### src/rtl/inst_fetch_queue_if.sv
// Fetch-queue handshake bundle: redirect, instruction-memory request/response, decode-facing head entry.
interface inst_fetch_queue_if;
    logic        redirect_valid;
    logic [31:0] redirect_pc;
    logic        imem_req_valid;
    logic [31:0] imem_req_addr;
    logic        imem_req_ready;
    logic        imem_resp_valid;
    logic [31:0] imem_resp_inst;
    logic        out_valid;
    logic [31:0] out_pc;
    logic [31:0] out_pc4;
    logic [31:0] out_inst;
    logic        out_ready;

    modport master (
        output redirect_valid, redirect_pc, imem_req_ready, imem_resp_valid, imem_resp_inst, out_ready,
        input  imem_req_valid, imem_req_addr, out_valid, out_pc, out_pc4, out_inst
    );

    modport slave (
        input  redirect_valid, redirect_pc, imem_req_ready, imem_resp_valid, imem_resp_inst, out_ready,
        output imem_req_valid, imem_req_addr, out_valid, out_pc, out_pc4, out_inst
    );
endinterface

### src/rtl/inst_fetch_queue.sv
// Instruction fetch queue: issues sequential fetches, tags them with their PC, buffers returned words
// in order and discards words belonging to fetches made obsolete by a redirect.
module inst_fetch_queue #(
    parameter logic [31:0] RESET_PC = 32'h0000_0000,
    parameter int unsigned DEPTH    = 4
) (
    input logic               clk,
    input logic               rst,
    inst_fetch_queue_if.slave bus
);
    localparam int unsigned PW = $clog2(DEPTH);
    localparam int unsigned CW = PW + 1;
    localparam int unsigned SW = CW + 1;
    localparam logic [31:0] NOP = 32'h0000_0013;

    logic [31:0]   fetch_pc_q, fetch_pc_d;
    logic [PW-1:0] head_q, head_d, tail_q, tail_d;
    logic [PW-1:0] tag_rd_q, tag_rd_d, tag_wr_q, tag_wr_d;
    logic [CW-1:0] occ_q, occ_d, outst_q, outst_d, drop_q, drop_d;

    logic [31:0] pc_mem_q   [DEPTH];
    logic [31:0] inst_mem_q [DEPTH];
    logic [31:0] tag_mem_q  [DEPTH];

    logic          redirect, req_valid, req_fire, resp, enq, deq, not_empty;
    logic [SW-1:0] inflight;

    // Queued entries plus in-flight fetches (including ones to be dropped) never exceed DEPTH.
    assign redirect  = bus.redirect_valid;
    assign inflight  = {1'b0, occ_q} + {1'b0, outst_q};
    assign req_valid = !rst && !redirect && (inflight < SW'(DEPTH));
    assign req_fire  = req_valid && bus.imem_req_ready;
    assign resp      = bus.imem_resp_valid;
    assign not_empty = (occ_q != '0);
    assign deq       = not_empty && bus.out_ready && !redirect;
    assign enq       = resp && (drop_q == '0) && !redirect;

    assign bus.imem_req_valid = req_valid;
    assign bus.imem_req_addr  = fetch_pc_q;
    assign bus.out_valid      = not_empty;
    assign bus.out_pc         = pc_mem_q[head_q];
    assign bus.out_pc4        = pc_mem_q[head_q] + 32'd4;
    assign bus.out_inst       = inst_mem_q[head_q];

    // Next-state: redirect overrides enqueue/dequeue and reloads the fetch address.
    always_comb begin
        fetch_pc_d = fetch_pc_q;
        head_d     = head_q;
        tail_d     = tail_q;
        tag_rd_d   = tag_rd_q;
        tag_wr_d   = tag_wr_q;
        occ_d      = occ_q;
        drop_d     = drop_q;
        outst_d    = outst_q + CW'(req_fire) - CW'(resp);

        if (req_fire) begin
            fetch_pc_d = fetch_pc_q + 32'd4;
            tag_wr_d   = tag_wr_q + PW'(1);
        end
        if (resp) begin
            tag_rd_d = tag_rd_q + PW'(1);
        end

        if (redirect) begin
            fetch_pc_d = bus.redirect_pc & 32'hFFFF_FFFC;
            occ_d      = '0;
            head_d     = tail_q;
            drop_d     = outst_q - CW'(resp);
        end else begin
            if (enq) tail_d = tail_q + PW'(1);
            if (deq) head_d = head_q + PW'(1);
            occ_d = occ_q + CW'(enq) - CW'(deq);
            if (resp && (drop_q != '0)) drop_d = drop_q - CW'(1);
        end
    end

    always_ff @(posedge clk) begin
        if (rst) begin
            fetch_pc_q <= RESET_PC;
            head_q     <= '0;
            tail_q     <= '0;
            tag_rd_q   <= '0;
            tag_wr_q   <= '0;
            occ_q      <= '0;
            outst_q    <= '0;
            drop_q     <= '0;
            for (int unsigned i = 0; i < DEPTH; i++) begin
                pc_mem_q[PW'(i)]   <= RESET_PC;
                inst_mem_q[PW'(i)] <= NOP;
                tag_mem_q[PW'(i)]  <= '0;
            end
        end else begin
            fetch_pc_q <= fetch_pc_d;
            head_q     <= head_d;
            tail_q     <= tail_d;
            tag_rd_q   <= tag_rd_d;
            tag_wr_q   <= tag_wr_d;
            occ_q      <= occ_d;
            outst_q    <= outst_d;
            drop_q     <= drop_d;
            if (req_fire) tag_mem_q[tag_wr_q] <= fetch_pc_q;
            if (enq) begin
                pc_mem_q[tail_q]   <= tag_mem_q[tag_rd_q];
                inst_mem_q[tail_q] <= bus.imem_resp_inst;
            end
        end
    end

    a_no_full_enq: assert property (@(posedge clk) disable iff (rst) enq |-> (occ_q < CW'(DEPTH)));
    a_resp_has_tag: assert property (@(posedge clk) disable iff (rst) resp |-> (outst_q != '0));
endmodule
### src/flat_wrapper.sv
// flat-port wrapper written by rule: the top's interface ports become plain ports
module inst_fetch_queue_flat 
#(
    parameter logic [31:0] RESET_PC = 32'h0000_0000,
    parameter int unsigned DEPTH    = 4
)
  (clk, rst, bus_redirect_valid, bus_redirect_pc, bus_imem_req_ready, bus_imem_resp_valid, bus_imem_resp_inst, bus_out_ready, bus_imem_req_valid, bus_imem_req_addr, bus_out_valid, bus_out_pc, bus_out_pc4, bus_out_inst);
  inst_fetch_queue_if bus_i ();
  input logic clk;
  input logic rst;
  input wire logic [$bits(bus_i.redirect_valid)-1:0] bus_redirect_valid;
  input wire logic [$bits(bus_i.redirect_pc)-1:0] bus_redirect_pc;
  input wire logic [$bits(bus_i.imem_req_ready)-1:0] bus_imem_req_ready;
  input wire logic [$bits(bus_i.imem_resp_valid)-1:0] bus_imem_resp_valid;
  input wire logic [$bits(bus_i.imem_resp_inst)-1:0] bus_imem_resp_inst;
  input wire logic [$bits(bus_i.out_ready)-1:0] bus_out_ready;
  output wire logic [$bits(bus_i.imem_req_valid)-1:0] bus_imem_req_valid;
  output wire logic [$bits(bus_i.imem_req_addr)-1:0] bus_imem_req_addr;
  output wire logic [$bits(bus_i.out_valid)-1:0] bus_out_valid;
  output wire logic [$bits(bus_i.out_pc)-1:0] bus_out_pc;
  output wire logic [$bits(bus_i.out_pc4)-1:0] bus_out_pc4;
  output wire logic [$bits(bus_i.out_inst)-1:0] bus_out_inst;
  assign bus_i.redirect_valid = bus_redirect_valid;
  assign bus_i.redirect_pc = bus_redirect_pc;
  assign bus_i.imem_req_ready = bus_imem_req_ready;
  assign bus_i.imem_resp_valid = bus_imem_resp_valid;
  assign bus_i.imem_resp_inst = bus_imem_resp_inst;
  assign bus_i.out_ready = bus_out_ready;
  assign bus_imem_req_valid = bus_i.imem_req_valid;
  assign bus_imem_req_addr = bus_i.imem_req_addr;
  assign bus_out_valid = bus_i.out_valid;
  assign bus_out_pc = bus_i.out_pc;
  assign bus_out_pc4 = bus_i.out_pc4;
  assign bus_out_inst = bus_i.out_inst;
  inst_fetch_queue #(.RESET_PC(RESET_PC), .DEPTH(DEPTH)) u_core (.clk(clk), .rst(rst), .bus(bus_i));
endmodule
### config.mk
export PLATFORM = sky130hd
export DESIGN_NAME = inst_fetch_queue_flat
export DESIGN_NICKNAME = d
export VERILOG_FILES = /design/src/rtl/inst_fetch_queue_if.sv /design/src/rtl/inst_fetch_queue.sv /design/src/flat_wrapper.sv
export SDC_FILE = /design/constraint.sdc
export NUM_CORES = 1
export LEC_CHECK = 0
export CAP_MARGIN = 20
export CORE_MARGIN = 4
export CORE_UTILIZATION = 35
export DETAILED_ROUTE_END_ITERATION = 6
export PLACE_DENSITY = 0.56
export RECOVER_POWER = 50
export SETUP_SLACK_MARGIN = 0.02
export SYNTH_ARGS = -nofsm -noshare
export SYNTH_HDL_FRONTEND = slang
export SYNTH_SLANG_ARGS = --single-unit
### constraint.sdc
create_clock -name clk -period 4.2 [get_ports clk]
set_input_delay 1.26 -clock clk [delete_from_list [all_inputs] [get_ports clk]]
set_output_delay 1.26 -clock clk [all_outputs]
set_load 0.02 [all_outputs]
**Word-level counts from Yosys, hierarchy flattened**

Memory sizes are Yosys's and may differ from the RTL's. A register that Yosys moved wholly into a read port is not among the register bits.
Cells that the tools add are included.

- Flip-flop bits (word level): 49
- Bits in latches: 0
- Bits in writable memories: 384
- Memory bits (read-only): 0
- Input port bits: 70
- Output and inout bits: 130
- Logic and storage cells: 77
- Memories kept: 3

Memory list:

| memory | words | bits a word | read ports | clocked after memory_dff | write ports | RTL line | RTL |
|---|---|---|---|---|---|---|---|
| u_core.inst_mem_q | 4 | 32 | 1 | 1 | 4 | inst_fetch_queue.sv:22 | `logic [31:0] inst_mem_q [DEPTH];` |
| u_core.pc_mem_q | 4 | 32 | 1 | 1 | 4 | inst_fetch_queue.sv:21 | `logic [31:0] pc_mem_q [DEPTH];` |
| u_core.tag_mem_q | 4 | 32 | 1 | 1 | 4 | inst_fetch_queue.sv:23 | `logic [31:0] tag_mem_q [DEPTH];` |

- Add/subtract/negate cells: 13
- Multiply operators: 0
- Div/mod/pow operators: 0
- $lt $le $gt $ge: 1
- Eq/ne operators: 0
- Shifts and indexed selects: 0
- Muxes and demuxes: 29
- Bitwise operators: 1
- Reductions and logical operators: 21

Operators with widths:

| operator | number |
|---|---|
| $mux W32 | 5 |
| $reduce_or A32 Y1 | 3 |
| $add A32 B3 Y32 const B | 2 |
| $mux W2 | 11 |
| $mux W1 | 11 |
| $sub A3 B1 Y3 | 3 |
| $add A2 B1 Y2 const B | 4 |
| $logic_and A1 B1 Y1 | 8 |
| $add A3 B1 Y3 | 2 |
| $mux W3 | 2 |
| $reduce_bool A2 Y1 | 3 |
| $reduce_bool A3 Y1 | 2 |
| $add A3 B3 Y4 | 1 |
| $lt A4 B3 Y1 const B | 1 |
| $logic_not A3 Y1 | 1 |
| $sub A3 B1 Y3 const B | 1 |
| $logic_not A1 Y1 | 2 |
| $reduce_and A2 Y1 | 1 |
| $reduce_or A2 Y1 | 1 |
| $not A1 Y1 | 1 |

**Logic depth before layout (Yosys ltp)**

- Depth after elaboration: 9
- Gate-level depth with buffers: 11
- Depth with buffers taken out: 9

**Worst setup path before layout**

Ideal clock, no wire load.

- Kind: input-to-reg
- From: input bus_redirect_valid
- To: memory u_core.inst_mem_q[0][0], enable pin
- Setup time: 0.393 ns
- Arrival: 3.404 ns
- Data required time: 3.807 ns
- Setup slack: 0.403 ns
- Stages on the path: 7
- Path buffers: 2
- Cell sequence: inv_1 -> and4_1 -> buf_2 -> nand2b_1 -> nor3_1 -> clkbuf_1 -> or2_2

RTL lines:

| element | RTL line | RTL |
|---|---|---|
| from (decl) | flat_wrapper.sv:11 | `input wire logic [$bits(bus_i.redirect_valid)-1:0] bus_redirect_valid;` |
| to (decl) | inst_fetch_queue.sv:22 |  |

==> impl_metrics.toml <==
[synth]
synthArstFlopShare_pct = 0
netlist_area_um2 = 19300
seq_area_frac_synth_pct = 62.5
ys_ff_latch = 419
postSynthCellCount = 1367
avgSynthCellArea_um2 = 14.1
synth_cell_type_count = 64
ys.flop_type = "edfxtp_1"
yosysWarnings = 0
synth-edff-count = 368

[clock_tree]
clock-root-buffer = "clkbuf_16"
ctsHtreeMaxLevel = 2
clkLatencyLatePin_ns = 0.57
cts.sinks = 419
path_clk_slew_ns = 0.06
ctsHoldBuffers = 0
cts.path.max_buffers = 3
tritoncts = "done"
cts_buffers = 47

[detailed_routing]
viasPerCell = 5.07
first_pass_iters = 5
wl_per_cell_um = 20.9
num_vias = 11798
routed_wl_um = 48600
drc = 0
drt.antenna.violating_nets = 0
drt_iter0_drc = 819

[cells_and_area]
fin_cells = 2329
antenna_cells = 0
area_growth_pct = 23.1
drive_gt1_share_pct = 18.2
final_cell_mix = "edfxtp_1, and2_1, clkdlybuf4s50_1, nor2_1, mux4_2"
final_util_pct = 43.8
fillerInstances = 4916
regArea_um2 = 12100
final_common_cell = "edfxtp_1"
fin_nets = 1680
multi_input_area_um2 = 6600

[placed_design]
dp_cells = 2219
io_buffers = 191
place.gp.congestion = 0.774
dp_hpwl_um = 30000

[pwr]
p_total_mw = 10.2
leakagePower_nw = 8.66
power_density_nw_per_um2 = 429
peakVddDrop_mv = 0.254

[worst_setup_path]
ff2ff_path_depth = 7
timing.rr.start = "u_core.occ_q[1]"
regToRegSetupSlack_ns = 0.69
crit_path_start_kind = "flip-flop"
crit_fanout = 8
worstPathRequired_ns = 2.94
crit_type = "reg2out"
crit_arrival_ns = 2.80
cp-end-kind = "output port"
worstSetupEndpoint = "bus_out_pc4[31]"
r2r_end = "u_core.tag_mem_q[2][8]"

[timing]
finalHoldViolCount = 0
finClkSkew_ns = 0.0159
finalCritPeriodShare_pct = 96.6
min_period_ns = 4.06
worst_slew_pin_slew_ns = 1.49
relSlewSlack_pct = 0.695
fin_hold_ws_ns = 0.539
rsz0062_at_grt = "false"
setup_viol = 0
fmax_mhz = 246
slew_violations = 0

[grt]
grt_pass1_vias = 12289
antenna_found_initial = 0
overflow = 0
grt_pass1_wl_um = 74500
grt_max_degree = 63
grtUsageTotal_pct = 16.2

[die]
fp.dieH_um = 243
row_count = 85
core-area_um2 = 54200
io_pins = 200
dieWidth_um = 243
die_area_um2 = 59000
initial_core_util_pct = 35.6

[run_status]
outcome = "complete, but fails checks"
violations = "max-capacitance violations"

[run]
drv_cap = 1

[worst_hold_path]
hold_class = "reg2reg"
## Yosys cell counts (all sizes together), types with 10 or more instances
master | count | area share [%]
a31oi | 13 | 0.42
clkbuf | 58 | 1.3
nand2 | 70 | 1.4
nor2 | 106 | 2.1
and3 | 39 | 1.3
o21ai | 14 | 0.36
mux4 | 92 | 11
nor3 | 13 | 0.36
xor2 | 15 | 0.68
nor4 | 15 | 0.89
nand4 | 28 | 1.1
and2 | 230 | 7.5
edfxtp | 368 | 57
ha | 12 | 0.78
a21oi | 23 | 0.60
inv | 54 | 1.0
xnor2 | 37 | 1.7
buf | 34 | 1.3
nand3 | 24 | 0.84
dfxtp | 51 | 5.3
a211oi | 10 | 0.39
## flip-flops by register name, indices dropped and copies added, names as in the netlist, named ones only
signal / cells
u_core.tag_rd_q: 2
u_core.head_q: 2
u_core.drop_q: 3
u_core.tag_mem_q: 120
u_core.outst_q: 3
u_core.pc_mem_q: 120
u_core.inst_mem_q: 128
u_core.bus.imem_req_addr: 30
u_core.tail_q: 2
u_core.occ_q: 3
u_core.tag_wr_q: 2
## power breakdown
part	leakage [nW]	switching [mW]	total, mW	internal [mW]
Sequential	4.19	0.138	4.89	4.75
Combinational	3.75	0.733	1.29	0.561
Clock	0.729	1.67	4.01	2.35
Total	8.66	2.54	10.2	7.66
## routing by layer
metal | vias up | part of all wire, % | track usage [%]
met5 | - | 0 | 0
met4 | 0 | 2.0 | 4.36
met3 | 59 | 4.9 | 2.94
met2 | 329 | 49 | 27.0
met1 | 5955 | 45 | 21.9
li1 | 5455 | - | -
## what timing repair did
item	CTS	global route
pin swaps	2	5
endpoints found under the setup margin	59	54
gates resized for setup	82	44
gates cloned	0	0
buffers inserted	13	11
## logic make-up (layout without fill, tap and decap cells)
| kind of cell | Yosys count | after routing | share of synthesized area, % |
|---|---|---|---|
| buf+inv | 148 | 409 | 3.86 |
| fa+ha+maj | 14 | 14 | 0.985 |
| mux | 92 | 92 | 10.9 |
| other cells | 1 | 6 | 0.0194 |
| simple gates | 561 | 561 | 16.7 |
| compound gates | 80 | 80 | 2.65 |
| xor+xnor | 52 | 52 | 2.36 |
| flops | 419 | 419 | 62.5 |
## final cells by class
class | instances | area share (%)
inverters | 54 | 0.853
multi-input cells | 805 | 27.8
clock inverters | 28 | 1.15
clock buffers | 58 | 5.20
well taps | 696 | 3.66
flip-flops and latches | 419 | 50.8
repair buffers | 269 | 10.6
## critical path, stage by stage, from the launching register on
cell     delay [ns]
dfxtp_4        0.43
buf_12         0.14
buf_6          0.14
mux4_2         0.52
and3_2         0.27
and4_1         0.24
nand4_1        0.13
xnor2_2        0.16
buf_4          0.18
## how the worst min path moves through the flow
stage / start / endpoint / slack, ns / depth (start not counted)
global route: u_core.tag_rd_q[1] / flip-flop / 0.56 / 2
global placement: u_core.tag_rd_q[1] / flip-flop / 0.51 / 2
CTS: u_core.tag_rd_q[0] / u_core.tag_rd_q[0] / 0.54 / 2
finish: u_core.tag_rd_q[0] / u_core.tag_rd_q[0] / 0.54 / 2
floorplan: u_core.tag_rd_q[1] / flip-flop / 0.48 / 2
detailed placement: u_core.tag_rd_q[0] / u_core.tag_rd_q[0] / 0.53 / 2
## per-stage QoR
stage | worst slack (ns) | TNS (ns) | instance area (µm²)
2_1_floorplan | 0.403 | 0 | 19300
3_3_place_gp | 0.00453 | 0 | 22200
3_5_place_dp | -0.0780 | -0.0780 | 22200
4_1_cts | -0.122 | -0.545 | 23800
5_1_grt | 0.00784 | 0 | 23800
6_report | 0.142 | 0 | 23800
(Power assumes the default switching activity.)
